File: src/rtl/trace_addr_feeder.sv
// Trace address feeder for configurable_cache.
// Turns a stream of signed address deltas into absolute byte addresses and
// queues them in a show-ahead FIFO that drives the cache's addr input.
module trace_addr_feeder #(
    parameter int unsigned            ADDR_WIDTH = 32,
    parameter int unsigned            FIFO_DEPTH = 8,
    parameter logic [ADDR_WIDTH-1:0]  BASE_ADDR  = '0
) (
    input  logic                          clk,
    input  logic                          rst,
    input  logic                          delta_valid,
    output logic                          delta_ready,
    input  logic [ADDR_WIDTH-1:0]         delta,
    input  logic                          first,
    input  logic                          flush,
    output logic                          addr_valid,
    input  logic                          addr_ready,
    output logic [ADDR_WIDTH-1:0]         addr,
    output logic [$clog2(FIFO_DEPTH):0]   fifo_count,
    output logic [31:0]                   issued_count
);

    localparam int unsigned PtrW = (FIFO_DEPTH > 1) ? $clog2(FIFO_DEPTH) : 1;
    localparam int unsigned CntW = $clog2(FIFO_DEPTH) + 1;
    localparam logic [CntW-1:0] DepthCnt = CntW'(FIFO_DEPTH);

    // Storage and bookkeeping state
    logic [ADDR_WIDTH-1:0] mem_q [FIFO_DEPTH];
    logic [PtrW-1:0]       wr_ptr_q, wr_ptr_d;
    logic [PtrW-1:0]       rd_ptr_q, rd_ptr_d;
    logic [CntW-1:0]       count_q, count_d;
    logic [ADDR_WIDTH-1:0] acc_q, acc_d;
    logic [31:0]           issued_q, issued_d;

    logic                  empty;
    logic                  push;
    logic                  pop;
    logic [ADDR_WIDTH-1:0] new_addr;

    // Handshakes and show-ahead output; ready depends only on state and flush
    always_comb begin
        empty       = (count_q == '0);
        delta_ready = (count_q < DepthCnt) && !flush;
        addr_valid  = !empty;
        addr        = empty ? '0 : mem_q[rd_ptr_q];
        // Flush wins over a pop in the same cycle
        push        = delta_valid && delta_ready;
        pop         = addr_valid && addr_ready && !flush;
        // Modulo 2^ADDR_WIDTH accumulation, wraps both ways
        new_addr    = first ? delta : (acc_q + delta);
        fifo_count  = count_q;
        issued_count = issued_q;
    end

    // Next-state for pointers, occupancy, accumulator and issue counter
    always_comb begin
        wr_ptr_d = wr_ptr_q;
        rd_ptr_d = rd_ptr_q;
        count_d  = count_q;
        acc_d    = acc_q;
        issued_d = issued_q;

        if (flush) begin
            // issued_q deliberately survives a flush
            wr_ptr_d = '0;
            rd_ptr_d = '0;
            count_d  = '0;
            acc_d    = BASE_ADDR;
        end else begin
            if (push) begin
                wr_ptr_d = wr_ptr_q + PtrW'(1);
                acc_d    = new_addr;
            end
            if (pop) begin
                rd_ptr_d = rd_ptr_q + PtrW'(1);
                if (issued_q != 32'hFFFF_FFFF) begin
                    issued_d = issued_q + 32'd1;
                end
            end
            unique case ({push, pop})
                2'b10:   count_d = count_q + CntW'(1);
                2'b01:   count_d = count_q - CntW'(1);
                default: count_d = count_q;
            endcase
        end
    end

    // Control state register with asynchronous reset
    always_ff @(posedge clk or posedge rst) begin
        if (rst) begin
            wr_ptr_q <= '0;
            rd_ptr_q <= '0;
            count_q  <= '0;
            acc_q    <= BASE_ADDR;
            issued_q <= '0;
        end else begin
            wr_ptr_q <= wr_ptr_d;
            rd_ptr_q <= rd_ptr_d;
            count_q  <= count_d;
            acc_q    <= acc_d;
            issued_q <= issued_d;
        end
    end

    // Entry storage; contents need no reset since addr is gated by occupancy
    always_ff @(posedge clk) begin
        if (push) begin
            mem_q[wr_ptr_q] <= new_addr;
        end
    end

endmodule

File: config.mk
export PLATFORM = sky130hd
export DESIGN_NAME = trace_addr_feeder
export DESIGN_NICKNAME = d
export VERILOG_FILES = /design/src/rtl/trace_addr_feeder.sv
export SDC_FILE = /design/constraint.sdc
export NUM_CORES = 1
export LEC_CHECK = 0
export ABC_AREA = 1
export CAP_MARGIN = 20
export CORE_MARGIN = 2
export CORE_UTILIZATION = 40
export CTS_BUF_LIST = sky130_fd_sc_hd__clkbuf_8 sky130_fd_sc_hd__clkbuf_16
export CTS_CLUSTER_DIAMETER = 100
export DETAILED_ROUTE_END_ITERATION = 12
export PLACE_DENSITY = 0.7
export SETUP_SLACK_MARGIN = 0.05
export SLEW_MARGIN = 20
export SYNTH_ARGS = -nofsm -noshare
export SYNTH_HDL_FRONTEND = slang
export SYNTH_SLANG_ARGS = --single-unit
File: constraint.sdc
create_clock -name clk -period 3.2 [get_ports clk]
set_clock_uncertainty 0.1 [all_clocks]
set_input_delay 0.8 -clock clk [delete_from_list [all_inputs] [get_ports clk]]
set_output_delay 0.8 -clock clk [all_outputs]
set_load 0.01 [all_outputs]
==> out/qor.yml, run 1 <==
status: "complete, but fails checks"
failed_checks: "setup timing"
place.gp.congestion: 0.929
grt_pass1_wl_um: 72600
drtIter0Drc: 1430
dp_hpwl_um: 29600
holdPathStages: 2
r2r-end: "mem_q[0][30]"
path_delay_family: "buffers and inverters"
area_growth_pct: 27.0
grt_pass1_vias: 13000
core.rowCount: 74
vias_per_cell: 5.26
synth_cell_types: 40
cts_buffers: 35
worstHoldStart: "acc_q[23]"
worst_pin_slew_ps: 653
grt_max_degree: 50
r2r_cells: 11
max-cap-violations: 0
start_util_pct: 40.3
fp.dieArea_um2: 42500
overflow: 0
relSlewSlack_pct: 56.0
antennaDiodeCount: 0
die_h_um: 206
portBuffers: 107
ioPinCount: 108
vias: 13500
crit_slowest_cell: "dfrtp_4"
cts_root_buf: "clkbuf_16"
clock-sinks: 330
final_nets: 2075
setup_ws_ps: -90.3
drtAntennaViolNets: 0
crit_required_ps: 2300
worstPathMaxFanout: 7
drc: 0
worstPathArrival_ps: 2390
groute.usage.overall_pct: 22.2
fillCellCount: 3520
tns_ps: -121
cts_tree: "built"
syn_area_um2: 16400
drt_wl_total_um: 47500
cp-end-kind: "output pin"
ys_seq_elements: 330
synthFlopType: "edfxtp_1"
hold_ws_ps: 386
syn_inst: 1788
layout_min_cycle_time_ps: 3290
power_density_nw_per_um2: 724
worstSkewPairLatency_ps: 550
min_path_type: "reg2reg"
synth_edf_count: 256
clockBufferDepth: 3
ys_seq_area_share_pct: 58.3
utilization_pct: 51.1
drt-pass1-iter-count: 8
final_hold_viol_count: 0
r2r_slack_ps: 640
ys_warn_count: 0
clk_pin_slew_ps: 60
finalMaxSlewViolations: 0
drive_gt1_share_pct: 14.8
async_flop_share_pct: 22.4
critPathBufInv: 5
irDropWorstVdd_mv: 0.357
setup_viol: 2
hold_buffers: 0
cp-start-kind: "register"
p_leak_uw: 0.00875
die_w_um: 206
pre_cts_ws_ps: -208
routedWlPerCell_um: 18.6
syn_area_per_cell_um2: 9.15
fmax_mhz: 304
worstHoldEndpoint: "acc_q[23]"
core_um2: 40600
path_cells: "buf_12 > buf_6 > buf_16 > o21ai_1 > o22ai_1 > o21ai_1 > a31oi_1 > buf_4 > buf_4"
max_stage_delay_ps: 510
critical_path_class: "reg2out"
antenna_found_initial: 1
htreeDepth: 2
syn_nets: 1864
r2r_start: "acc_q[0]"
period_share_pct: 103
rsz0062_at_grt: "true"
state kept, by name, summed over array words and instances (netlist names):
signal and count:
rd_ptr_q 3, issued_count 32, mem_q 256, acc_q 32
fifo_count 4, wr_ptr_q 3
layout make-up:
type                    count  area [µm²]  area share [%]
clock buffers              36         890            4.28
multi-input cells        1222        6140            29.6
inverters                 166         639            3.08
repair buffers            244        2690            12.9
flip-flops and latches    330        9540            45.9
clock inverters            28         209            1.01
well taps                 532         666            3.20
cell families (layout without fill, tap and decap cells):
logic type,Yosys count,count (layout),share of synthesized area [%]
AOI/OAI and AO/OA,291,291,9.60
xor gates and xnor gates,36,36,1.93
adders and majority gates,38,38,3.00
buffers and inverters,236,474,5.56
DFF,330,330,58.3
and+or+nand+nor,857,857,21.6
worst register-to-register path, cell delays in order (launching register included):
cell	delay [ps]
dfrtp_1	380
ha_1	240
fa_1	470
nand2_1	100
nand3_1	120
nand2_1	100
nand2_1	140
nand2_1	130
nand2_1	50
nand2_1	50
nand3_1	90
and2_1	270
repair_timing:
item                                    in CTS  in global routing
setup buffers                               21                  3
pin swaps                                   14                 24
gates resized for setup                    169                 75
gates cloned                                 8                  4
endpoints found under the setup margin      32                 30
stage by stage:
stage / instance area, µm² / std cells / total power, µW
4_1_cts: 20500 / 2554 / 14800
5_1_grt: 20800 / 2558 / 15800
3_5_place_dp: 19000 / 2462 / 10500
6_report: 20800 / 2558 / 15000
2_1_floorplan: 16400 / 1788 / 8030
3_3_place_gp: 19000 / 2462 / 10400
worst max path at each step:
stage | slack [ps] | to | depth (start not counted) | start
final | -90 | addr[19] | 9 | rd_ptr_q[0]
after global routing | -110 | addr[19] | 9 | rd_ptr_q[0]
after CTS | -50 | addr[12] | 8 | rd_ptr_q[0]
after detailed placement | -210 | mem_q[4][30] | 12 | delta[0]
after global placement | -160 | mem_q[0][30] | 12 | delta[0]
after floorplan | -270 | mem_q[0][0] | 6 | flush
synthesized netlist by cell type (9+ instances only):
library cell | n | share of area, %
inv_1 | 163 | 3.7
nand3_1 | 83 | 2.5
nor2_1 | 267 | 6.1
o22ai_1 | 33 | 1.3
clkbuf_1 | 49 | 1.1
and2_1 | 15 | 0.57
nand2_1 | 427 | 9.8
edfxtp_1 | 256 | 47
buf_2 | 13 | 0.40
nor3_1 | 18 | 0.55
a31oi_1 | 32 | 1.2
dfrtp_1 | 74 | 11
nand4_1 | 9 | 0.34
or2_2 | 17 | 0.65
ha_1 | 36 | 2.8
xor2_1 | 16 | 0.86
a21oi_1 | 23 | 0.70
o21ai_0 | 185 | 5.7
xnor2_1 | 20 | 1.1
layer usage:
| layer | wire [µm] | track usage [%] |
|---|---|---|
| met1 | 20200 | 30.3 |
| met2 | 22400 | 36.3 |
| met3 | 3440 | 3.22 |
| met4 | 1390 | 7.70 |
| met5 | 0 | 0 |
power by group:
part	switching [µW]	leakage [µW]	internal (µW)
Combinational	3390	0.00488	2510
Sequential	174	0.00330	5080
Clock	1750	0.000564	2150
cells in the final DEF (no fill, tap or decap), types with 36 or more instances in the layout:
cell             count
o21ai_0            136
o21ai_1             48
ha_1                36
clkdlybuf4s50_1     75
nand3_1             83
nor2_1             246
inv_1              166
edfxtp_1           256
dfrtp_1             72
buf_4               87
nand2_1            427
clkbuf_16           39
Power figures use the tool's default switching activity.
==> inputs of run 2 (changes only) <==
Settings changed: CORE_MARGIN 2 to not set.
Clock period 3.2 ns to 3.5 ns, I/O delays scaled along.
==> run 2 against run 1 <==
  * The run now ends clean
  * Sequential share of layout area grew 1.2 points
  * Count of clock-buffer cells in the layout up 6
  * Worst hold slack worse by 2.4 ps
  * Global-route usage decreased by 0.38 points
  * First-iteration DRC count fell by 18%
==> out/qor.yml, run 2 (synthesis results as in run 1) <==
status: "complete, no violations"
drtAntennaViolNets: 0  # unchanged
drive_gt1_share_pct: 10.1  # -4.7 points
grt_pass1_vias: 12800  # -1.9%
max-cap-violations: 0  # unchanged
largest_register_ffs: 256  # unchanged
dp_hpwl_um: 28500  # -3.7%
final_hold_viol_count: 0  # unchanged
clock-sinks: 330  # unchanged
core.rowCount: 73  # -1.4%
design_area_um2: 20300  # -2.4%
core_um2: 40000  # -1.6%
period_share_pct: 96.9
fp.dieArea_um2: 41700  # -1.9%
groute.usage.overall_pct: 21.8  # -0.38 points
setup_viol: 0  # -2
vias: 13100  # -2.5%
die_w_um: 204  # -0.97%
grt_max_degree: 50  # unchanged
final_nets: 2020  # -2.7%
drt-pass1-iter-count: 5  # -3
cts_buffers: 37  # +5.7%
relSlewSlack_pct: 54.3  # -1.7 points
hold_ws_ps: 384  # -2.38 ps
clk_pin_slew_ps: 60  # about the same
routedWlPerCell_um: 18.3  # -1.5%
tns_ps: 0  # +121 ps
worstPathMaxFanout: 45  # +38
cp-start-kind: "register"
dp_cells: 2414  # -1.9%
portBuffers: 107  # unchanged
cp-end-kind: "output pin"
vias_per_cell: 5.25  # -0.18%
cpMostUsedCell: "o21ai_0"
antenna_found_initial: 0  # -1
drc: 0  # unchanged
path_cells: "buf_4 > buf_16 > o21ai_0 > o22ai_1 > o21ai_0 > a31oi_1 > dlygate4sd2_1"
antennaDiodeCount: 0  # unchanged
pre_cts_ws_ps: -72.8  # +135 ps
stdcell_count: 2498  # -2.3%
layout_common_cells: "427 x nand2_1, 259 x nor2_1, 256 x edfxtp_1"
rsz0062_at_grt: "true"
worstSkewPairLatency_ps: 540  # about the same
placed_area_um2: 18600  # -2.0%
irDropWorstVdd_mv: 0.357  # about the same
critical_path_class: "reg2out"
final_common_cell: "nand2_1"
grt_pass1_wl_um: 70200  # -3.3%
crit_required_ps: 2520  # +220 ps
die_h_um: 204  # -0.97%
cts_root_buf: "clkbuf_16"
setup_ws_ps: 108  # +199 ps
worst_pin_slew_ps: 678  # +24.8 ps
power_density_nw_per_um2: 679  # -6.2%
area_growth_pct: 23.9
hold_buffers: 0  # unchanged
place.gp.congestion: 0.915  # -1.5%
cts_tree: "built"
worstPathArrival_ps: 2420  # +30 ps
start_util_pct: 40.9  # +0.64 points
p_leak_uw: 0.00851  # -2.7%
overflow: 0  # unchanged
clockBufferDepth: 3  # unchanged
finalMaxSlewViolations: 0  # unchanged
min_path_type: "reg2reg"
layout_min_cycle_time_ps: 3390
max_stage_delay_ps: 530  # +20 ps
crit_slowest_cell: "dfrtp_4"
fmax_mhz: 295
ioPinCount: 108  # unchanged
top_register: "mem_q"
drt_wl_total_um: 45700  # -3.8%
htreeDepth: 2  # unchanged
drtIter0Drc: 1173  # -18%
-- run 2: through the flow --
| step | total power, µW | util (%) |
|---|---|---|
| after floorplan | 7340 | - |
| after global placement | 9270 | 46.5 |
| after detailed placement | 9360 | 46.5 |
| after CTS | 13600 | 50.4 |
| after global routing | 14500 | 50.7 |
| final | 13800 | 50.7 |
-- run 2: worst paths after layout --
path / startpoint / to / slack (ps) / cells after the start
max reg2reg: acc_q[0] / mem_q[1][20] / 860 / 12
min reg2reg: acc_q[27] / acc_q[27] / 380 / 2
min in group asynchronous: rst / issued_count[13] / 630 / 2
min: acc_q[27] / acc_q[27] / 380 / 2
max: rd_ptr_q[0] / addr[19] / 110 / 7
max in group asynchronous: rst / rd_ptr_q[0] / 1970 / 3
-- run 2: worst max-delay path, delay by kind of cell (launching register included) --
family          cells  cell delay, ps
compound gates      4             680
buf+inv             3             660
flops               1             530
-- run 2: metal layers --
metal  share of wire [%]  GRT usage, %  wire length (µm)  up-vias
met5                   0             0                 0        -
met4                 1.9          5.70               876        0
met3                 7.9          3.13              3610       55
met2                  48          36.7             21900      494
met1                  42          29.5             19300     6250
li1                    -             -                 -     6315
-- run 2: power breakdown --
part           switching (µW)  internal [µW]
logic                    2920           1880
clock network            1630           2540
registers                 148           4640
total                    4700           9070
-- run 2: layout make-up --
cell class | instances | area, µm²
fillers | 3586 | 19700
flip-flops and latches | 330 | 9550
multi-input cells | 1222 | 6000
repair buffers | 187 | 2090
clock buffers | 42 | 1010
well taps | 525 | 657
inverters | 166 | 639
clock inverters | 26 | 332
-- run 2: repair_timing --
item                       4_1_cts  5_1_grt
resized for setup               55       10
setup buffers                    3        6
gates cloned                     5        2
setup endpoints to repair       31       11
